$ cat config.mk
export PLATFORM = sky130hd
export DESIGN_NAME = alu_seq_ctrl
export DESIGN_NICKNAME = d
export VERILOG_FILES = /design/src/rtl/alu_seq_ctrl.sv
export SDC_FILE = /design/constraint.sdc
export NUM_CORES = 1
export LEC_CHECK = 0
export CAP_MARGIN = 20
export CORE_MARGIN = 5
export CORE_UTILIZATION = 51
export DETAILED_ROUTE_END_ITERATION = 16
export GPL_ROUTABILITY_DRIVEN = 0
export PLACE_DENSITY = 0.86
export REMOVE_ABC_BUFFERS = 1
export SETUP_SLACK_MARGIN = 0.02
export SLEW_MARGIN = 10
export SYNTH_ARGS = -nofsm -noshare
export SYNTH_HDL_FRONTEND = slang
export SYNTH_SLANG_ARGS = --single-unit
export TNS_END_PERCENT = 100
$ cat constraint.sdc
create_clock -name clk -period 3.4 [get_ports clk]
set_clock_uncertainty 0.1 [all_clocks]
set_input_delay 0.34 -clock clk [delete_from_list [all_inputs] [get_ports clk]]
set_output_delay 0.34 -clock clk [all_outputs]
set_load 0.005 [all_outputs]
$ cat src/rtl/alu_seq_ctrl.sv
// Command sequencer for the shared 32-bit ALU: maps operands per opcode, runs one or two passes,
// owns the NZCV flag register and returns results on a held valid/ready response channel.
module alu_seq_ctrl #(
    parameter int         CNT_W    = 16,
    parameter logic [3:0] FLAG_RST = 4'b0000
) (
    input  logic             clk,
    input  logic             reset,
    input  logic             cmd_valid,
    output logic             cmd_ready,
    input  logic [2:0]       cmd_op,
    input  logic             cmd_s,
    input  logic [63:0]      cmd_a,
    input  logic [63:0]      cmd_b,
    output logic [31:0]      alu_in1,
    output logic [31:0]      alu_in2,
    output logic             alu_carry,
    output logic [1:0]       alu_op,
    input  logic [31:0]      alu_out,
    input  logic             alu_n,
    input  logic             alu_z,
    input  logic             alu_c,
    input  logic             alu_v,
    output logic             rsp_valid,
    input  logic             rsp_ready,
    output logic [63:0]      rsp_result,
    output logic             rsp_wb,
    output logic             rsp_err,
    output logic [3:0]       flag_nzcv,
    output logic [CNT_W-1:0] ops_done
);

    localparam logic [1:0] S_IDLE    = 2'd0;
    localparam logic [1:0] S_EXEC_LO = 2'd1;
    localparam logic [1:0] S_EXEC_HI = 2'd2;
    localparam logic [1:0] S_RESP    = 2'd3;

    localparam logic [2:0] OP_ADC   = 3'd1;
    localparam logic [2:0] OP_SUB   = 3'd2;
    localparam logic [2:0] OP_AND   = 3'd3;
    localparam logic [2:0] OP_ROR   = 3'd4;
    localparam logic [2:0] OP_ADD64 = 3'd5;
    localparam logic [2:0] OP_CMP   = 3'd6;
    localparam logic [2:0] OP_ILL   = 3'd7;

    logic [1:0]       state_q, state_d;
    logic [2:0]       op_q, op_d;
    logic             s_q, s_d;
    logic [63:0]      a_q, a_d;
    logic [63:0]      b_q, b_d;
    logic             cin_q, cin_d;
    logic [31:0]      res_lo_q, res_lo_d;
    logic             c_lo_q, c_lo_d;
    logic             z_lo_q, z_lo_d;
    logic             rsp_valid_q, rsp_valid_d;
    logic [63:0]      rsp_result_q, rsp_result_d;
    logic             rsp_wb_q, rsp_wb_d;
    logic             rsp_err_q, rsp_err_d;
    logic [3:0]       flags_q, flags_d;
    logic [CNT_W-1:0] ops_done_q, ops_done_d;

    assign cmd_ready  = (state_q == S_IDLE);
    assign rsp_valid  = rsp_valid_q;
    assign rsp_result = rsp_result_q;
    assign rsp_wb     = rsp_wb_q;
    assign rsp_err    = rsp_err_q;
    assign flag_nzcv  = flags_q;
    assign ops_done   = ops_done_q;

    // ALU inputs are non-zero only while a pass is in flight.
    always_comb begin
        alu_in1   = '0;
        alu_in2   = '0;
        alu_carry = 1'b0;
        alu_op    = 2'b00;
        if (state_q == S_EXEC_LO) begin
            case (op_q)
                OP_SUB, OP_CMP: begin
                    alu_in1 = b_q[31:0];
                    alu_in2 = a_q[31:0];
                    alu_op  = 2'b01;
                end
                OP_AND: begin
                    alu_in1 = a_q[31:0];
                    alu_in2 = b_q[31:0];
                    alu_op  = 2'b10;
                end
                OP_ROR: begin
                    alu_in1 = {27'b0, b_q[4:0]};
                    alu_in2 = a_q[31:0];
                    alu_op  = 2'b11;
                end
                default: begin
                    alu_in1   = a_q[31:0];
                    alu_in2   = b_q[31:0];
                    alu_carry = (op_q == OP_ADC) & cin_q;
                end
            endcase
        end else if (state_q == S_EXEC_HI) begin
            alu_in1   = a_q[63:32];
            alu_in2   = b_q[63:32];
            alu_carry = c_lo_q;
        end
    end

    always_comb begin
        state_d      = state_q;
        op_d         = op_q;
        s_d          = s_q;
        a_d          = a_q;
        b_d          = b_q;
        cin_d        = cin_q;
        res_lo_d     = res_lo_q;
        c_lo_d       = c_lo_q;
        z_lo_d       = z_lo_q;
        rsp_valid_d  = rsp_valid_q;
        rsp_result_d = rsp_result_q;
        rsp_wb_d     = rsp_wb_q;
        rsp_err_d    = rsp_err_q;
        flags_d      = flags_q;
        ops_done_d   = ops_done_q;
        case (state_q)
            S_IDLE: if (cmd_valid) begin
                op_d  = cmd_op;
                s_d   = cmd_s;
                a_d   = cmd_a;
                b_d   = cmd_b;
                cin_d = flags_q[1];
                if (cmd_op == OP_ILL) begin
                    state_d      = S_RESP;
                    rsp_valid_d  = 1'b1;
                    rsp_result_d = '0;
                    rsp_wb_d     = 1'b0;
                    rsp_err_d    = 1'b1;
                end else begin
                    state_d = S_EXEC_LO;
                end
            end
            S_EXEC_LO: begin
                if (op_q == OP_ADD64) begin
                    state_d  = S_EXEC_HI;
                    res_lo_d = alu_out;
                    c_lo_d   = alu_c;
                    z_lo_d   = alu_z;
                end else begin
                    state_d      = S_RESP;
                    rsp_valid_d  = 1'b1;
                    rsp_result_d = {32'b0, alu_out};
                    rsp_wb_d     = (op_q != OP_CMP);
                    rsp_err_d    = 1'b0;
                    // AND preserves C,V; ROR preserves V.
                    if (s_q || op_q == OP_CMP) begin
                        case (op_q)
                            OP_AND:  flags_d = {alu_n, alu_z, flags_q[1:0]};
                            OP_ROR:  flags_d = {alu_n, alu_z, alu_c, flags_q[0]};
                            default: flags_d = {alu_n, alu_z, alu_c, alu_v};
                        endcase
                    end
                end
            end
            S_EXEC_HI: begin
                state_d      = S_RESP;
                rsp_valid_d  = 1'b1;
                rsp_result_d = {alu_out, res_lo_q};
                rsp_wb_d     = 1'b1;
                rsp_err_d    = 1'b0;
                if (s_q) flags_d = {alu_n, alu_z & z_lo_q, alu_c, alu_v};
            end
            default: if (rsp_ready) begin
                state_d     = S_IDLE;
                rsp_valid_d = 1'b0;
                ops_done_d  = ops_done_q + CNT_W'(1);
            end
        endcase
    end

    always_ff @(posedge clk) begin
        if (reset) begin
            state_q      <= S_IDLE;
            op_q         <= '0;
            s_q          <= 1'b0;
            a_q          <= '0;
            b_q          <= '0;
            cin_q        <= 1'b0;
            res_lo_q     <= '0;
            c_lo_q       <= 1'b0;
            z_lo_q       <= 1'b0;
            rsp_valid_q  <= 1'b0;
            rsp_result_q <= '0;
            rsp_wb_q     <= 1'b0;
            rsp_err_q    <= 1'b0;
            flags_q      <= FLAG_RST;
            ops_done_q   <= '0;
        end else begin
            state_q      <= state_d;
            op_q         <= op_d;
            s_q          <= s_d;
            a_q          <= a_d;
            b_q          <= b_d;
            cin_q        <= cin_d;
            res_lo_q     <= res_lo_d;
            c_lo_q       <= c_lo_d;
            z_lo_q       <= z_lo_d;
            rsp_valid_q  <= rsp_valid_d;
            rsp_result_q <= rsp_result_d;
            rsp_wb_q     <= rsp_wb_d;
            rsp_err_q    <= rsp_err_d;
            flags_q      <= flags_d;
            ops_done_q   <= ops_done_d;
        end
    end

endmodule

After elaboration in Yosys (flattened, before gate mapping)
Cells that the tools add are included.

Register bits after elaboration: 256. Output and inout bits: 155.

Muxes and demuxes: 36. Reduce and logical (&&, ||, !) cells: 18. Add/subtract/negate cells: 1. Eq/ne operators: 17. Bitwise gates (word level): 3.

Operators with widths (number): $mux 64 (3); $pmux 64 s3 (1); $mux 32 (5); $pmux 32 s2 (1); $add 16x1->16 const B (1); $eq 3x3->1 const B (4); $mux 1 (12); $mux 4 (3); $pmux 2 s3 (2); $reduce_and 4->1 (3); $ne 2x2->1 const B (5); $pmux 1 s3 (3); $mux 2 (4); $pmux 4 s2 (1); $reduce_and 2->1 (4); $eq 3x2->1 const B (2); $reduce_and 6->1 (1); $reduce_or 3->1 (2); $reduce_and 5->1 (1); $ne 2x1->1 const B (2); $pmux 2 s2 (1); $reduce_bool 4->1 (1); $reduce_or 4->1 (1); $eq 3x1->1 const B (1); 10 further kinds (11).

Longest topological paths before layout
Depth in word-level cells: 5. Depth in mapped cells: 10.

Worst setup path after synthesis
Ideal clock, no wire load.

Path kind: register to output. Start: register state_q[0]. End: output alu_carry. Path buffers: 3. Required time: 2.960 ns. Arrival time: 1.609 ns. Cell stages (with the launch flop): 8. Setup slack: 1.351 ns. Cells stage by stage: dfxtp_1 inv_1 ha_1 clkbuf_1 clkbuf_1 clkbuf_1 nand2_1 o21ai_0.

Cells in the longest elaborated chain, start to end: 3.

RTL lines: from (decl) (line 46) `logic [1:0] state_q, state_d;`; from (signal assigned) (line 195) `state_q <= state_d;`; $eq 2x2->1 (line 99) `end else if (state_q == S_EXEC_HI) begin`; $mux 1 (line 99); $mux 1 * (line 76) `if (state_q == S_EXEC_LO) begin`; to (decl) (line 17) `output logic alu_carry,`.

Mark *: on every way between the ends. The rest lies on a longest branch, timed or not.

Worst setup path after layout
Start: register state_q[1]. End: output alu_in1[23].

Cells in the longest elaborated chain, start to end: 3.

RTL lines: $eq 2x2->1 (line 99); $mux 32 (line 99); $mux 32 * (line 76); to (decl) (line 15) `output logic [31:0] alu_in1,`.

Marked as above.

==> metrics.yaml <==
status: "completed"
globalRouteOverflowTotal: 0
clk_pin_slew_ns: 0.06
post_cts_resized: 0
insertion_delay_ns: 0.52
rows: 53
critPathLaunchType: "flop"
cts_inserted_buffers: 26
crit_chain: "inv_1, ha_2, buf_4, buf_4, a21oi_1, nor2_1, clkdlybuf4s50_1"
post-route-period-util: 0.955
max_cap_violations: 0
layout-drive-gt1-share: 0.0457
post-cts-setup-buffers: 0
cpPeakStageDelay_ns: 0.56
ys_async_sr_fraction: 0
slowest_stage: "buf_4"
dp_cells: 1932
htree_levels: 1
cp_top_family: "buffers and inverters"
crit_top_cell: "buf_4"
routed_wl_um: 34800
grt_start_max_net_pins: 125
power_density_mw_per_mm2: 727
die_w_um: 157
max_slew_margin: 0.509
cts_hold_buf: 0
grt_pass1_wl_um: 54000
cts_tree: "built"
synth_warnings: 0
drc: 0
required_ns: 2.96
whs_ns: 0.172
critical_path_buf_inv_count: 4
synth_edf_count: 0
rsz0062_at_grt: "no"
synth.distinct_cells: 42
synth_top_area_frac: 0.465
num_vias: 11200
wl_per_cell_um: 17.6
cts_sinks: 256
tightest_slew_ns: 0.737
routed_via_density: 5.67
power_mw: 11.1
io_pins: 327
nets: 1864
clockBufferDepth: 3
switching_share: 0.369
drv_slew: 0
pre_cts_ws_ns: 0.741
area_growth_pct: 38.9
path_max_fanout: 45
portBuffers: 326
netlist_instances: 1445
grt_pass1_vias: 10700
max_freq_mhz: 308
drt_iter0_drc: 832
synth_area_per_cell_um2: 7.63
p_sw_mw: 4.10
seq_area_frac_synth: 0.465
pwr-share-comb: 0.400
hold_class: "primary input to flop"
leakagePower_nw: 5.53
synth_top_area_cell: "dfxtp_1"
die_h_um: 157
first_pass_iters: 5
fin_crit_ns: 3.25
root_buffer: "clkbuf_16"
instances_no_fill: 1980
p_int_mw: 7.03
dieArea_mm2: 0.0246
fillers: 1586
antenna_cells: 0
hpwl_um: 22900
mappedNetlistArea_mm2: 0.0110
cp-end-kind: "output port"
antenna_found_initial: 0
synth_ff_type: "dfxtp_1"
cp.arrival_ns: 2.81
start_util: 0.521
postRouteAntennaNets: 0
crit_type: "flop to output port"
setup_violations: 0
synthTopCellsByArea: "dfxtp_1 47%, nand2_1 14%, a21oi_1 12%"
ir_worst_vdd_v: 0.000483
core-area_mm2: 0.0212
ys_ff_latch: 256
grt_usage: 0.264
power_frac_clock: 0.273
worst_slack_ns: 0.154
hold_viol: 0
power_frac_seq: 0.327
==> worst paths after layout <==
kind                       start        endpoint  cells past startpoint  slack, ns
setup / recovery      state_q[1]     alu_in1[23]                      7       0.15
hold reg to reg   rsp_result[54]  rsp_result[54]                      2       0.35
hold / removal             reset    ops_done[12]                      2       0.17
setup reg to reg      state_q[0]   rsp_result[6]                      7       0.70
==> Yosys cell counts, types with 2 or more instances <==
cell and count:
o21a_1 2, a22o_1 32, a211oi_1 4, a31oi_1 2, mux2i_1 38, a221oi_1 28, clkbuf_1 97, buf_1 5
nand3_1 112, o2111ai_1 2, a21oi_1 270, nor2_1 46, or3_1 5, nor2b_1 2, dfxtp_1 256, nand2_1 413
xor2_1 10, o21bai_1 2, ha_1 6, nand4_1 6, and2_1 3, buf_2 28, inv_1 6, o21ai_0 45
buf_6 4, and4_1 5
==> state kept, by name, summed over array words and instances (netlist names) <==
register,cells
flag_nzcv,4
a_q,64
rsp_result,64
op_q,3
ops_done,16
z_lo_q,1
c_lo_q,1
s_q,1
rsp_err,1
rsp_valid,1
b_q,64
cin_q,1
res_lo_q,32
state_q,2
rsp_wb,1
==> power groups by stage <==
stage,clock (mW),combinational (mW),sequential [mW]
global route,3.19,4.84,3.69
global placement,0,4.31,3.67
floorplan,0,2.40,3.63
CTS,3.07,4.40,3.64
finish,3.04,4.45,3.64
detailed placement,0,4.36,3.70
==> final cells by class <==
class | instances | area, um^2 | share of cell area
tap | 275 | 344 | 0.0225
sequential | 256 | 5120 | 0.335
clock inverter | 4 | 70.1 | 0.00458
multi-input combinational | 1048 | 5340 | 0.349
inverter | 6 | 22.5 | 0.00147
clock buffer | 43 | 866 | 0.0566
timing repair buffer | 348 | 3540 | 0.231
==> per-layer routing <==
metal | global-route usage | vias up | wire, um
li1 | - | 5412 | -
met1 | 0.326 | 5229 | 13100
met2 | 0.444 | 519 | 16700
met3 | 0.0803 | 76 | 4010
met4 | 0.0843 | 0 | 977
met5 | 0 | - | 0
==> cell usage in the layout (no fill, tap or decap), types with 6 or more instances in the layout <==
cell             synthesis  layout
nand4_1                  6       6
clkbuf_16                0      27
a21oi_1                270     270
buf_4                    0      13
a22o_1                  32      32
buf_12                   0       9
mux2i_1                 38      38
o21ai_0                 45      45
nand3_1                112     112
a221oi_1                28      28
clkdlybuf4s50_1          0     325
xor2_1                  10      10
nand2_1                413     412
dfxtp_1                256     256
nor2_1                  46      46
clkbuf_8                 0      13
==> logic make-up (layout without fill, tap and decap cells) <==
family	Yosys count	after routing	share of synthesized area
muxes	39	39	0.0355
DFF	256	256	0.465
xor gates and xnor gates	10	10	0.00795
and+or+nand+nor	600	600	0.226
AOI/OAI and AO/OA	393	393	0.205
adders and majority gates	6	6	0.00681
buffers and inverters	141	401	0.0540
==> per-stage QoR <==
step	cell area, um^2	TNS, ns	utilization
after CTS	15300	0	0.723
after global routing	15300	0	0.724
after global placement	14400	0	0.679
after floorplan	10400	-187.37	-
after detailed placement	14400	0	0.679
final	15300	0	0.724
==> worst register-to-register path, stage by stage (launching register included) <==
cell,delay (ns)
dfxtp_1,0.35
inv_1,0.14
ha_4,0.62
buf_4,0.37
buf_4,0.50
a22o_1,0.29
nand3_1,0.10
a21oi_1,0.14
Note: power is estimated with default switching activity, not from simulation.
